File: src/rtl/spi_pkg.sv
// Shared constants for the SPI link: default geometry and master FSM state encoding.
package spi_pkg;

    localparam int SPI_DATA_W  = 128;
    localparam int SPI_CLK_DIV = 2;

    typedef logic [2:0] state_t;

    localparam state_t ST_IDLE  = 3'd0;
    localparam state_t ST_SETUP = 3'd1;
    localparam state_t ST_HIGH  = 3'd2;
    localparam state_t ST_LOW   = 3'd3;
    localparam state_t ST_HOLD  = 3'd4;

endpackage

File: src/rtl/spi_sub_core.sv
// SPI mode-0 slave endpoint: oversamples cs_n/sclk on clk and shifts MSB first.
module spi_sub_core
    import spi_pkg::*;
#(
    parameter int DATA_W = SPI_DATA_W
) (
    input  logic              clk,
    input  logic              rst,
    input  logic              cs_n,
    input  logic              sclk,
    input  logic              mosi,
    input  logic [DATA_W-1:0] tx_sub,
    output logic              miso,
    output logic [DATA_W-1:0] rx_sub,
    output logic              done_sub
);

    localparam int CW = $clog2(DATA_W + 1);

    logic              cs_q;
    logic              sclk_q;
    logic              miso_r;
    logic [CW-1:0]     cnt;
    logic [DATA_W-1:0] tx_sh;
    logic [DATA_W-1:0] rx_sh;

    logic cs_fall, cs_rise, sclk_rise, sclk_fall;

    assign cs_fall   = cs_q & ~cs_n;
    assign cs_rise   = ~cs_q & cs_n;
    assign sclk_rise = ~sclk_q & sclk & ~cs_n;
    assign sclk_fall = sclk_q & ~sclk & ~cs_n;

    // The bus is only driven while selected, independent of the internal bit register.
    assign miso = miso_r & ~cs_n;

    always_ff @(posedge clk) begin
        if (rst) begin
            cs_q     <= 1'b1;
            sclk_q   <= 1'b0;
            miso_r   <= 1'b0;
            cnt      <= '0;
            rx_sub   <= '0;
            done_sub <= 1'b0;
        end else begin
            cs_q     <= cs_n;
            sclk_q   <= sclk;
            done_sub <= 1'b0;
            if (cs_fall) begin
                tx_sh  <= tx_sub;
                miso_r <= tx_sub[DATA_W-1];
                cnt    <= '0;
            end else if (cs_rise) begin
                miso_r <= 1'b0;
                // A truncated frame is dropped so the AES side never sees a partial word.
                if (cnt == CW'(DATA_W)) begin
                    rx_sub   <= rx_sh;
                    done_sub <= 1'b1;
                end
            end else begin
                if (sclk_rise) begin
                    rx_sh <= {rx_sh[DATA_W-2:0], mosi};
                    cnt   <= cnt + 1'b1;
                end
                if (sclk_fall) begin
                    tx_sh  <= tx_sh << 1;
                    miso_r <= tx_sh[DATA_W-2];
                end
            end
        end
    end

endmodule

File: src/rtl/spi_link.sv
// Full-duplex SPI link: inline mode-0 master FSM plus the slave endpoint it talks to.
module spi_link
    import spi_pkg::*;
#(
    parameter int DATA_W  = SPI_DATA_W,
    parameter int CLK_DIV = SPI_CLK_DIV
) (
    input  logic              clk,
    input  logic              rst,
    input  logic              start,
    input  logic [DATA_W-1:0] tx_main,
    output logic [DATA_W-1:0] rx_main,
    output logic              done,
    input  logic [DATA_W-1:0] tx_sub,
    output logic [DATA_W-1:0] rx_sub,
    output logic              done_sub,
    output logic              cs_n,
    output logic              sclk,
    output logic              mosi,
    output logic              miso
);

    localparam int DIV_W = $clog2(CLK_DIV) + 1;
    localparam int CNT_W = $clog2(DATA_W);

    state_t            state;
    logic              start_q;
    logic [DIV_W-1:0]  div_cnt;
    logic [CNT_W-1:0]  bit_cnt;
    logic [DATA_W-1:0] tx_sh;
    logic [DATA_W-1:0] rx_sh;
    logic              phase_end;

    assign phase_end = (div_cnt == DIV_W'(CLK_DIV - 1));

    always_ff @(posedge clk) begin
        if (rst) begin
            state   <= ST_IDLE;
            start_q <= 1'b0;
            div_cnt <= '0;
            bit_cnt <= '0;
            cs_n    <= 1'b1;
            sclk    <= 1'b0;
            mosi    <= 1'b0;
            rx_main <= '0;
            done    <= 1'b0;
        end else begin
            // start_q tracks start in every state so a level held across completion cannot retrigger.
            start_q <= start;
            done    <= 1'b0;
            case (state)
                ST_IDLE: begin
                    if (start && !start_q) begin
                        tx_sh   <= tx_main;
                        cs_n    <= 1'b0;
                        mosi    <= tx_main[DATA_W-1];
                        bit_cnt <= '0;
                        div_cnt <= '0;
                        state   <= ST_SETUP;
                    end
                end
                ST_SETUP, ST_LOW: begin
                    if (phase_end) begin
                        div_cnt <= '0;
                        sclk    <= 1'b1;
                        rx_sh   <= {rx_sh[DATA_W-2:0], miso};
                        state   <= ST_HIGH;
                    end else begin
                        div_cnt <= div_cnt + 1'b1;
                    end
                end
                ST_HIGH: begin
                    if (phase_end) begin
                        div_cnt <= '0;
                        sclk    <= 1'b0;
                        if (bit_cnt == CNT_W'(DATA_W - 1)) begin
                            state <= ST_HOLD;
                        end else begin
                            tx_sh   <= tx_sh << 1;
                            mosi    <= tx_sh[DATA_W-2];
                            bit_cnt <= bit_cnt + 1'b1;
                            state   <= ST_LOW;
                        end
                    end else begin
                        div_cnt <= div_cnt + 1'b1;
                    end
                end
                ST_HOLD: begin
                    if (phase_end) begin
                        div_cnt <= '0;
                        cs_n    <= 1'b1;
                        rx_main <= rx_sh;
                        done    <= 1'b1;
                        state   <= ST_IDLE;
                    end else begin
                        div_cnt <= div_cnt + 1'b1;
                    end
                end
                default: state <= ST_IDLE;
            endcase
        end
    end

    spi_sub_core #(
        .DATA_W (DATA_W)
    ) u_sub (
        .clk      (clk),
        .rst      (rst),
        .cs_n     (cs_n),
        .sclk     (sclk),
        .mosi     (mosi),
        .tx_sub   (tx_sub),
        .miso     (miso),
        .rx_sub   (rx_sub),
        .done_sub (done_sub)
    );

endmodule

File: config.mk
export PLATFORM = sky130hd
export DESIGN_NAME = spi_link
export DESIGN_NICKNAME = d
export VERILOG_FILES = /design/src/rtl/spi_pkg.sv /design/src/rtl/spi_sub_core.sv /design/src/rtl/spi_link.sv
export SDC_FILE = /design/constraint.sdc
export NUM_CORES = 1
export LEC_CHECK = 0
export ABC_AREA = 1
export ABC_CLOCK_PERIOD_IN_PS = 12800
export CORE_MARGIN = 2
export CORE_UTILIZATION = 45
export DETAILED_ROUTE_END_ITERATION = 16
export GPL_ROUTABILITY_DRIVEN = 0
export GPL_TIMING_DRIVEN = 1
export HOLD_SLACK_MARGIN = 0.06
export PLACE_DENSITY = 0.73
export SYNTH_ARGS = -nofsm -noshare
export SYNTH_HDL_FRONTEND = slang
export SYNTH_SLANG_ARGS = --single-unit
export TNS_END_PERCENT = 100
File: constraint.sdc
create_clock -name clk -period 12.8 [get_ports clk]
set_input_delay 1.92 -clock clk [delete_from_list [all_inputs] [get_ports clk]]
set_output_delay 1.92 -clock clk [all_outputs]
set_load 0.02 [all_outputs]
# After elaboration in Yosys (flattened, before gate mapping)
# Cells that the tools add are included.
# word_totals
reg_bits	795
input_bits	259
# classes
add_sub_neg	3
n_eq_ne	13
muxes	34
bitwise	15
n_reduce_logical	26
# ops
op	count
$mux W127	6
$pmux W127 S2	1
$mux W7	3
$mux W3	5
$reduce_and A3 Y1	5
$pmux W7 S2	1
$pmux W3 S4	1
$reduce_and A4 Y1	3
$mux W1	11
$ne A2 B2 Y1 const B	5
$reduce_bool A2 Y1	5
$add A8 B1 Y8 const B	1
$eq A8 B8 Y1 const B	1
$not A1 Y1	8
$add A7 B1 Y7 const B	1
$and A1 B1 Y1	7
$eq A7 B7 Y1 const B	1
$eq A3 B2 Y1 const B	2
$pmux W1 S2	3
$reduce_and A2 Y1	3
$reduce_or A2 Y1	3
$reduce_and A5 Y1	1
$mux W2	2
$pmux W2 S2	1
11 further kinds	11

# Longest topological paths before layout
# Gate-level depths: netlist (run 1).
# logic_depth
ltp_word	6
ltp_mapped	10
depth_no_buf	9

# Cells and area by module
# Synthesis (run 1) repeated with hierarchy kept, for this count alone.
# unflattened
cells_unflattened	2938
hier_area_um2	29986.3
# by_module_without_submodules
mod	n_inst	cells_each	area_each_um2	seq_area_each_um2
spi_sub_core	1	1604	15725.1	10460.0
spi_link	1	1334	14261.2	10560.1

# Worst setup path before layout (run 1)
# No wires, ideal clock.
# synth_timing
path_type	input port to flip-flop
from	input port rst
to	register u_sub.tx_sh[0], enable pin
t_arrival_ns	11.347
t_required_ns	11.999
slack_ns	0.652
path_stages	2
path_buffers	1
path_cell_list	clkbuf_2 a211oi_1
# synth_via
elab_chain_cells	2
# synth_rtl
element	line_no	rtl
from (decl)	spi_link.sv:9	input logic rst,
$not A1 Y1 (no source line)	n/a	
$reduce_and A3 Y1 (no source line)	n/a	
to (signal assigned)	spi_sub_core.sv:50	tx_sh <= tx_sub;
to (signal assigned)	spi_sub_core.sv:66	tx_sh <= tx_sh << 1;
to (decl)	spi_sub_core.sv:24	logic [DATA_W-1:0] tx_sh;
# No other way between the ends.
# A chain may end at the register's enable or synchronous reset.

# Final worst setup path (run 1)
# layout_timing
from	input port rst
to	register tx_sh[34], enable pin
# layout_via
elab_chain_cells	2
# layout_rtl
element	line_no	rtl
$not A1 Y1 (no source line)	n/a	
$reduce_and A5 Y1 (no source line)	n/a	
to (signal assigned)	spi_link.sv:54	tx_sh <= tx_main;
to (signal assigned)	spi_link.sv:79	tx_sh <= tx_sh << 1;
to (decl)	spi_link.sv:30	logic [DATA_W-1:0] tx_sh;
# No other way between the ends.

==> impl_metrics.yaml, run 1 <==
outcome:
  outcome: "finished clean"
logic_synthesis:
  yosys.area_share.simple_pct: 15.32
  synth_sequential_area_ratio_pct: 74.08
  synth-xor-area-share_pct: 0
  synthAdderAreaFrac_pct: 0.2205
  post_synthesis_average_cell_area_um2: 11.83
  synth_top_family_by_area: "simple AND/OR/NAND/NOR gates"
  ys_dominant_reg_cell: "edfxtp_1"
  synth_compound_gate_area_share_pct: 6.795
  asyncSetResetFlopFracSynth_pct: 0
  postSynthRegisterBits: 795
  net_count_synth: 2662
  syn_inst: 2398
  synth_enable_flop_cells: 510
  yosysWarningCount: 0
  synth_cell_types: 27
  netlist_area_um2: 28370
  yosys-mux-area-fraction_pct: 0
clock_network:
  ctsRootBufferMaster: "clkbuf_16"
  post-cts-setup-buffers: 0
  cts.clk_slew.worst_paths_ps: 60
  tritoncts_num_sinks: 795
  cts_htree_levels: 3
  number_of_buffers_inserted_by_hold_repair_at_cts: 0
  buffers_from_clock_root_to_sink_at_most: 3
  clock_tree_from_tritoncts: "done"
  clock_latency_ps: 620
  post_cts_resized: 0
  cts_inserted_buffers: 80
worst_setup_path:
  timing.setup.critical_path_class: "in2reg"
  critical_path_arrival_ps: 5080
  timing.critical_path.cells: "clkdlybuf4s50_1, inv_4, nand2_1, nor3_2, buf_4, buf_4"
  slowest_stage: "buf_4"
  cp-start-kind: "primary input"
  crit_path_buf_inv_count: 4
  largest_fanout_on_the_critical_path: 96
  crit_required_ps: 13030
  critical_path.most_common_cell: "buf_4"
  timing.critical_path.slowest_cell_delay_ps: 950
  endpoint_kind: "register"
  cpLargestDelayFamily: "buffers and inverters"
place:
  post-dp-hpwl_um: 43220
  placedCellCount: 3650
  port_buffers: 520
timing:
  setup_violations: 0
  timing.clock.skew_ps: 22.90
  finalHoldViolations: 0
  min_period_over_period_pct: 37.88
  rsz0062_at_grt: "no"
  slew_headroom_pct: 18.65
  timing.fmax_mhz: 206.2
  hold-worst-slack_ps: 434.8
  timing_max_transition_violations_final: 0
  layout_min_cycle_time_ps: 4849
  tightestPinTransition_ps: 1220
  tns_ps: 0
drt:
  vias_per_cell: 5.000
  drt_wl_total_um: 65740
  drt_iter0_markers: 1733
  met3_routed_wl_um: 5196
  top_signal_layer_used: "met5"
  met2_wirelength_um: 31460
  detail_route.wl_per_cell_um: 17.30
  routed-via-count: 19010
  route.detailed.drc: 0
  ant_nets: 0
  drt_pre_antenna_iters: 5
  detail_route.wirelength.met1_um: 27750
pwr:
  p_clk_share_pct: 37.8
  power_dissipated_by_switching_net_loads_w: 0.001528
  power.share.sequential_pct: 50.9
  p_int_w: 0.004563
  switching_share_pct: 25.09
  comb_power_share_pct: 11.2
  max-vdd-ir-drop_mv: 0.1084
  report.power.total_w: 0.006091
  power_density_nw_per_um2: 166.4
  p_leak_nw: 13.68
layout:
  num-fill-cells: 4920
  fin_nets: 3150
  final_core_utilization_pct: 58.34
  layoutNonFillerInstCount: 3801
  ff_latch_area_um2: 21020
  area_growth_pct: 28.99
  post_route_cells_drive_above_1_share_pct: 5.522
  multi_input_comb_area_um2: 6394
floorplan:
  rows: 92
  dieWidth_um: 255.1
  design.die.area_um2: 65080
  design.core.area_um2: 62740
  die_y_um: 255.1
  start_util_pct: 45.23
  boundaryPins: 521
worst_hold_path:
  hold_class: "reg2reg"
global_routing:
  first_global_vias: 18240
  grt_pass1_wl_um: 99980
  globalRouteTotalUtil_pct: 19.59
  grt_start_max_net_pins: 128
  antenna_found_initial: 4
  grt_overflow: 0
run:
  drv.max_cap_violation_count: 0
[power by group through the flow]
stage	sequential, W	clock [W]	combinational, W
detailed placement	0.00315	0	0.000685
floorplan	0.00319	0	0.000470
CTS	0.00310	0.00236	0.000689
finish	0.00310	0.00230	0.000685
global placement	0.00314	0	0.000656
global route	0.00312	0.00246	0.000777
[cell type report]
type / instances / area share (%)
Sequential cell: 795 / 57.43
Clock inverter: 31 / 0.8546
Multi-Input combinational cell: 1432 / 17.47
Inverter: 40 / 0.4444
Clock buffer: 117 / 6.318
Tap cell: 846 / 2.892
Antenna cell: 3 / 0.02051
Timing Repair Buffer: 537 / 14.57
[state kept, by name (all words and copies together) (netlist names), 2 cells and up]
name,cells
u_sub.tx_sh,127
state,3
div_cnt,2
tx_sh,127
u_sub.rx_sh,128
u_sub.cnt,8
rx_sh,128
u_sub.rx_sub,128
bit_cnt,7
rx_main,128
[synthesized netlist by cell type (12+ instances only)]
cell,count,share of area [%]
buf_2,31,0.55
edfxtp_1,510,54
clkbuf_1,37,0.49
nand2_1,812,11
dfxtp_1,285,20
buf_6,40,1.6
nor2_1,289,3.8
a22o_1,128,4.0
clkbuf_2,12,0.21
inv_1,34,0.45
nand3_1,24,0.42
o21ai_0,137,2.4
a21oi_1,18,0.32
[stage by stage]
step           worst slack, ps  instance area [um^2]
6_report                  7951                 36600
5_1_grt                   7750                 36600
4_1_cts                   8000                 36590
3_5_place_dp              7332                 33970
3_3_place_gp              7480                 33970
2_1_floorplan            652.3                 28370
[routing by layer]
layer | GRT usage [%] | up-vias
met5 | 0 | -
li1 | - | 9092
met1 | 26.97 | 9117
met2 | 31.16 | 708
met4 | 6.299 | 2
met3 | 4.180 | 87
[path summary, 6_finish.rpt]
kind | end | slack (ps) | cells after the start | from
setup reg to reg | u_sub.tx_sh[65] | 9440 | 6 | cs_n
hold / removal | u_sub.rx_sh[58] | 430 | 0 | u_sub.rx_sh[57]
setup / recovery | tx_sh[34] | 7950 | 6 | rst
hold reg to reg | u_sub.rx_sh[58] | 430 | 0 | u_sub.rx_sh[57]
[cell usage in the layout (no fill, tap or decap), drive strengths merged]
cell	count
a21oi	18
dfxtp	285
nand3	25
nand4	3
bufinv	2
edfxtp	510
clkinv	25
inv	44
a22o	128
clkbuf	117
o21ai	138
a211oi	1
nor2	291
diode	3
ha	5
o21bai	1
buf	17
o211ai	1
clkdlybuf4s50	520
nand2	815
nor3	6
[kinds of logic (layout without fill, tap and decap cells)]
logic type                 count (synthesis)  in the layout
AOI/OAI and AO/OA                        287            287
buffers and inverters                    171            725
other                                      0              3
DFF                                      795            795
and+or+nand+nor                         1140           1140
adders and majority gates                  5              5
Note: power is estimated with default switching activity, not from simulation.
==> inputs of run 2 (changes only) <==
--- a/config.mk
+++ b/config.mk
@@ -6,14 +6,14 @@
 export NUM_CORES = 1
 export LEC_CHECK = 0
 export ABC_AREA = 1
-export ABC_CLOCK_PERIOD_IN_PS = 12800
+export ABC_CLOCK_PERIOD_IN_PS = 4700
 export CORE_MARGIN = 2
 export CORE_UTILIZATION = 45
 export DETAILED_ROUTE_END_ITERATION = 16
 export GPL_ROUTABILITY_DRIVEN = 0
 export GPL_TIMING_DRIVEN = 1
 export HOLD_SLACK_MARGIN = 0.06
-export PLACE_DENSITY = 0.73
+export PLACE_DENSITY = 0.7
 export SYNTH_ARGS = -nofsm -noshare
 export SYNTH_HDL_FRONTEND = slang
 export SYNTH_SLANG_ARGS = --single-unit
==> constraint.sdc (replaced) <==
create_clock -name clk -period 4.7 [get_ports clk]
set_input_delay 0.705 -clock clk [delete_from_list [all_inputs] [get_ports clk]]
set_output_delay 0.705 -clock clk [all_outputs]
set_load 0.02 [all_outputs]
==> impl_metrics.yaml, run 2 (synthesis gave the netlist of run 1 again) <==
timing:
  rsz0062_at_grt: "no"
  tightestPinTransition_ps: 1130
  timing.clock.skew_ps: 25.26
  slew_headroom_pct: 24.68
  layout_min_cycle_time_ps: 3080
  timing.fmax_mhz: 324.7
  finalHoldViolations: 0
  setup_violations: 0
  fin_worst_setup_slack_ps: 1620
  timing_max_transition_violations_final: 0
  min_period_over_period_pct: 65.53
place:
  dpl_cell_area_um2: 34150
  post-dp-hpwl_um: 45590
  port_buffers: 520
  pre_cts_ws_ps: 1303
layout:
  post_route_cells_drive_above_1_share_pct: 5.708
  num-fill-cells: 5036
  fin_nets: 3159
  area_growth_pct: 29.81
  layout.cells.most_common: "nand2_1"
  mostFrequentLayoutCells: "nand2_1 (812), clkdlybuf4s50_1 (520), edfxtp_1 (510), nor2_1 (288), dfxtp_1 (284)"
  postLayoutCellArea_um2: 36830
floorplan:
  design.core.area_um2: 62740
  rows: 92
  start_util_pct: 45.23
  design.die.area_um2: 65080
  boundaryPins: 521
  die_y_um: 255.1
  dieWidth_um: 255.1
clock_network:
  ctsRootBufferMaster: "clkbuf_16"
  cts_inserted_buffers: 80
  post-cts-setup-buffers: 0
  cts_htree_levels: 3
  buffers_from_clock_root_to_sink_at_most: 3
  clock_tree_from_tritoncts: "done"
  post_cts_resized: 0
  tritoncts_num_sinks: 795
  cts.clk_slew.worst_paths_ps: 60
  clock_latency_ps: 630
  number_of_buffers_inserted_by_hold_repair_at_cts: 0
pwr:
  p_leak_nw: 13.77
  report.power.total_w: 0.01686
  max-vdd-ir-drop_mv: 0.2561
  power_density_nw_per_um2: 457.7
drt:
  detail_route.wl_per_cell_um: 17.83
  drt_iter0_markers: 1715
  drt_wl_total_um: 67920
  drt_pre_antenna_iters: 5
  vias_per_cell: 4.982
  ant_nets: 0
  route.detailed.drc: 0
  routed-via-count: 18980
global_routing:
  first_global_vias: 18430
  globalRouteTotalUtil_pct: 20.30
  grt_pass1_wl_um: 103100
  grt_overflow: 0
  grt_start_max_net_pins: 130
  antenna_found_initial: 4
worst_hold_path:
  hold_start: "rx_sh[112]"
  hold_class: "reg2reg"
  worst_hold_end: "rx_sh[113]"
  timing.hold.worst_path_depth: 0
worst_setup_path:
  cp-start-kind: "register"
  largest_fanout_on_the_critical_path: 82
  timing.setup.critical_path_class: "reg2reg"
  startpoint_of_the_worst_slack_reg_to_reg_timing_path: "cs_n"
  reg2reg_slack_ps: 1620
  crit_required_ps: 4950
  endpoint_kind: "register"
  worstRegToRegCells: 5
  critical_path_arrival_ps: 3330
  r2r-end: "u_sub.tx_sh[23]"
outcome:
  outcome: "finished clean"
run:
  drv.max_cap_violation_count: 0
[run 2: cell count changes in the layout (fill, tap and decap cells not counted), sizes merged]
cell	previous run	this run
clkinv	25	24
diode	3	2
bufinv	2	7
clkinvlp	0	4
buf	17	26
clkbuf	117	111
inv	44	42
[run 2: where the power goes]
| group | switching [W] | total, W | internal, W |
|---|---|---|---|
| clock network | 0.00272 | 0.00647 | 0.00374 |
| logic | 0.00133 | 0.00195 | 0.000627 |
| registers | 0.000198 | 0.00844 | 0.00824 |
| total | 0.00425 | 0.0169 | 0.0126 |
[run 2: area by class of cell]
class | count | area [um^2] | share of cell area (%)
Clock buffer | 111 | 2221 | 6.030
Tap cell | 846 | 1059 | 2.874
Antenna cell | 2 | 5.005 | 0.01359
Timing Repair Buffer | 546 | 5500 | 14.93
Sequential cell | 795 | 21020 | 57.07
Inverter | 40 | 158.9 | 0.4314
Multi-Input combinational cell | 1432 | 6406 | 17.39
Clock inverter | 37 | 461.7 | 1.253
[run 2: worst max-delay path by stage]
stage          startpoint  depth (start not counted)              end
6_report             cs_n                          5  u_sub.tx_sh[23]
2_1_floorplan         rst                          6         tx_sh[0]
3_5_place_dp          rst                          6        tx_sh[53]
5_1_grt              cs_n                          5  u_sub.tx_sh[72]
4_1_cts              cs_n                          5  u_sub.tx_sh[32]
3_3_place_gp          rst                          6        tx_sh[54]
[run 2: critical path, cell delays in order, from the launching register on]
cell and delay (ps):
dfxtp_2 350, inv_1 130, ha_4 440, clkinv_2 450, a211oi_4 810, buf_12 420
[run 2: through the flow]
step / TNS [ps] / util (%) / cells / hold WS, ps
CTS: 0 / 58.70 / 3807 / 440.1
detailed placement: 0 / 54.43 / 3659 / 427.1
finish: 0 / 58.71 / 3809 / 435.3
floorplan: -2546 / - / 2398 / 420.8
global placement: 0 / 54.43 / 3659 / 423.4
global route: 0 / 58.70 / 3807 / 443.5
[run 2: layer usage]
layer	track usage, %	routed length (um)	up-vias	share of wire (%)
met3	5.532	5852	91	8.6
met5	0	42	-	0.062
li1	-	-	9112	-
met4	5.848	1272	6	1.9
met1	27.52	28750	9090	42
met2	32.17	32010	677	47
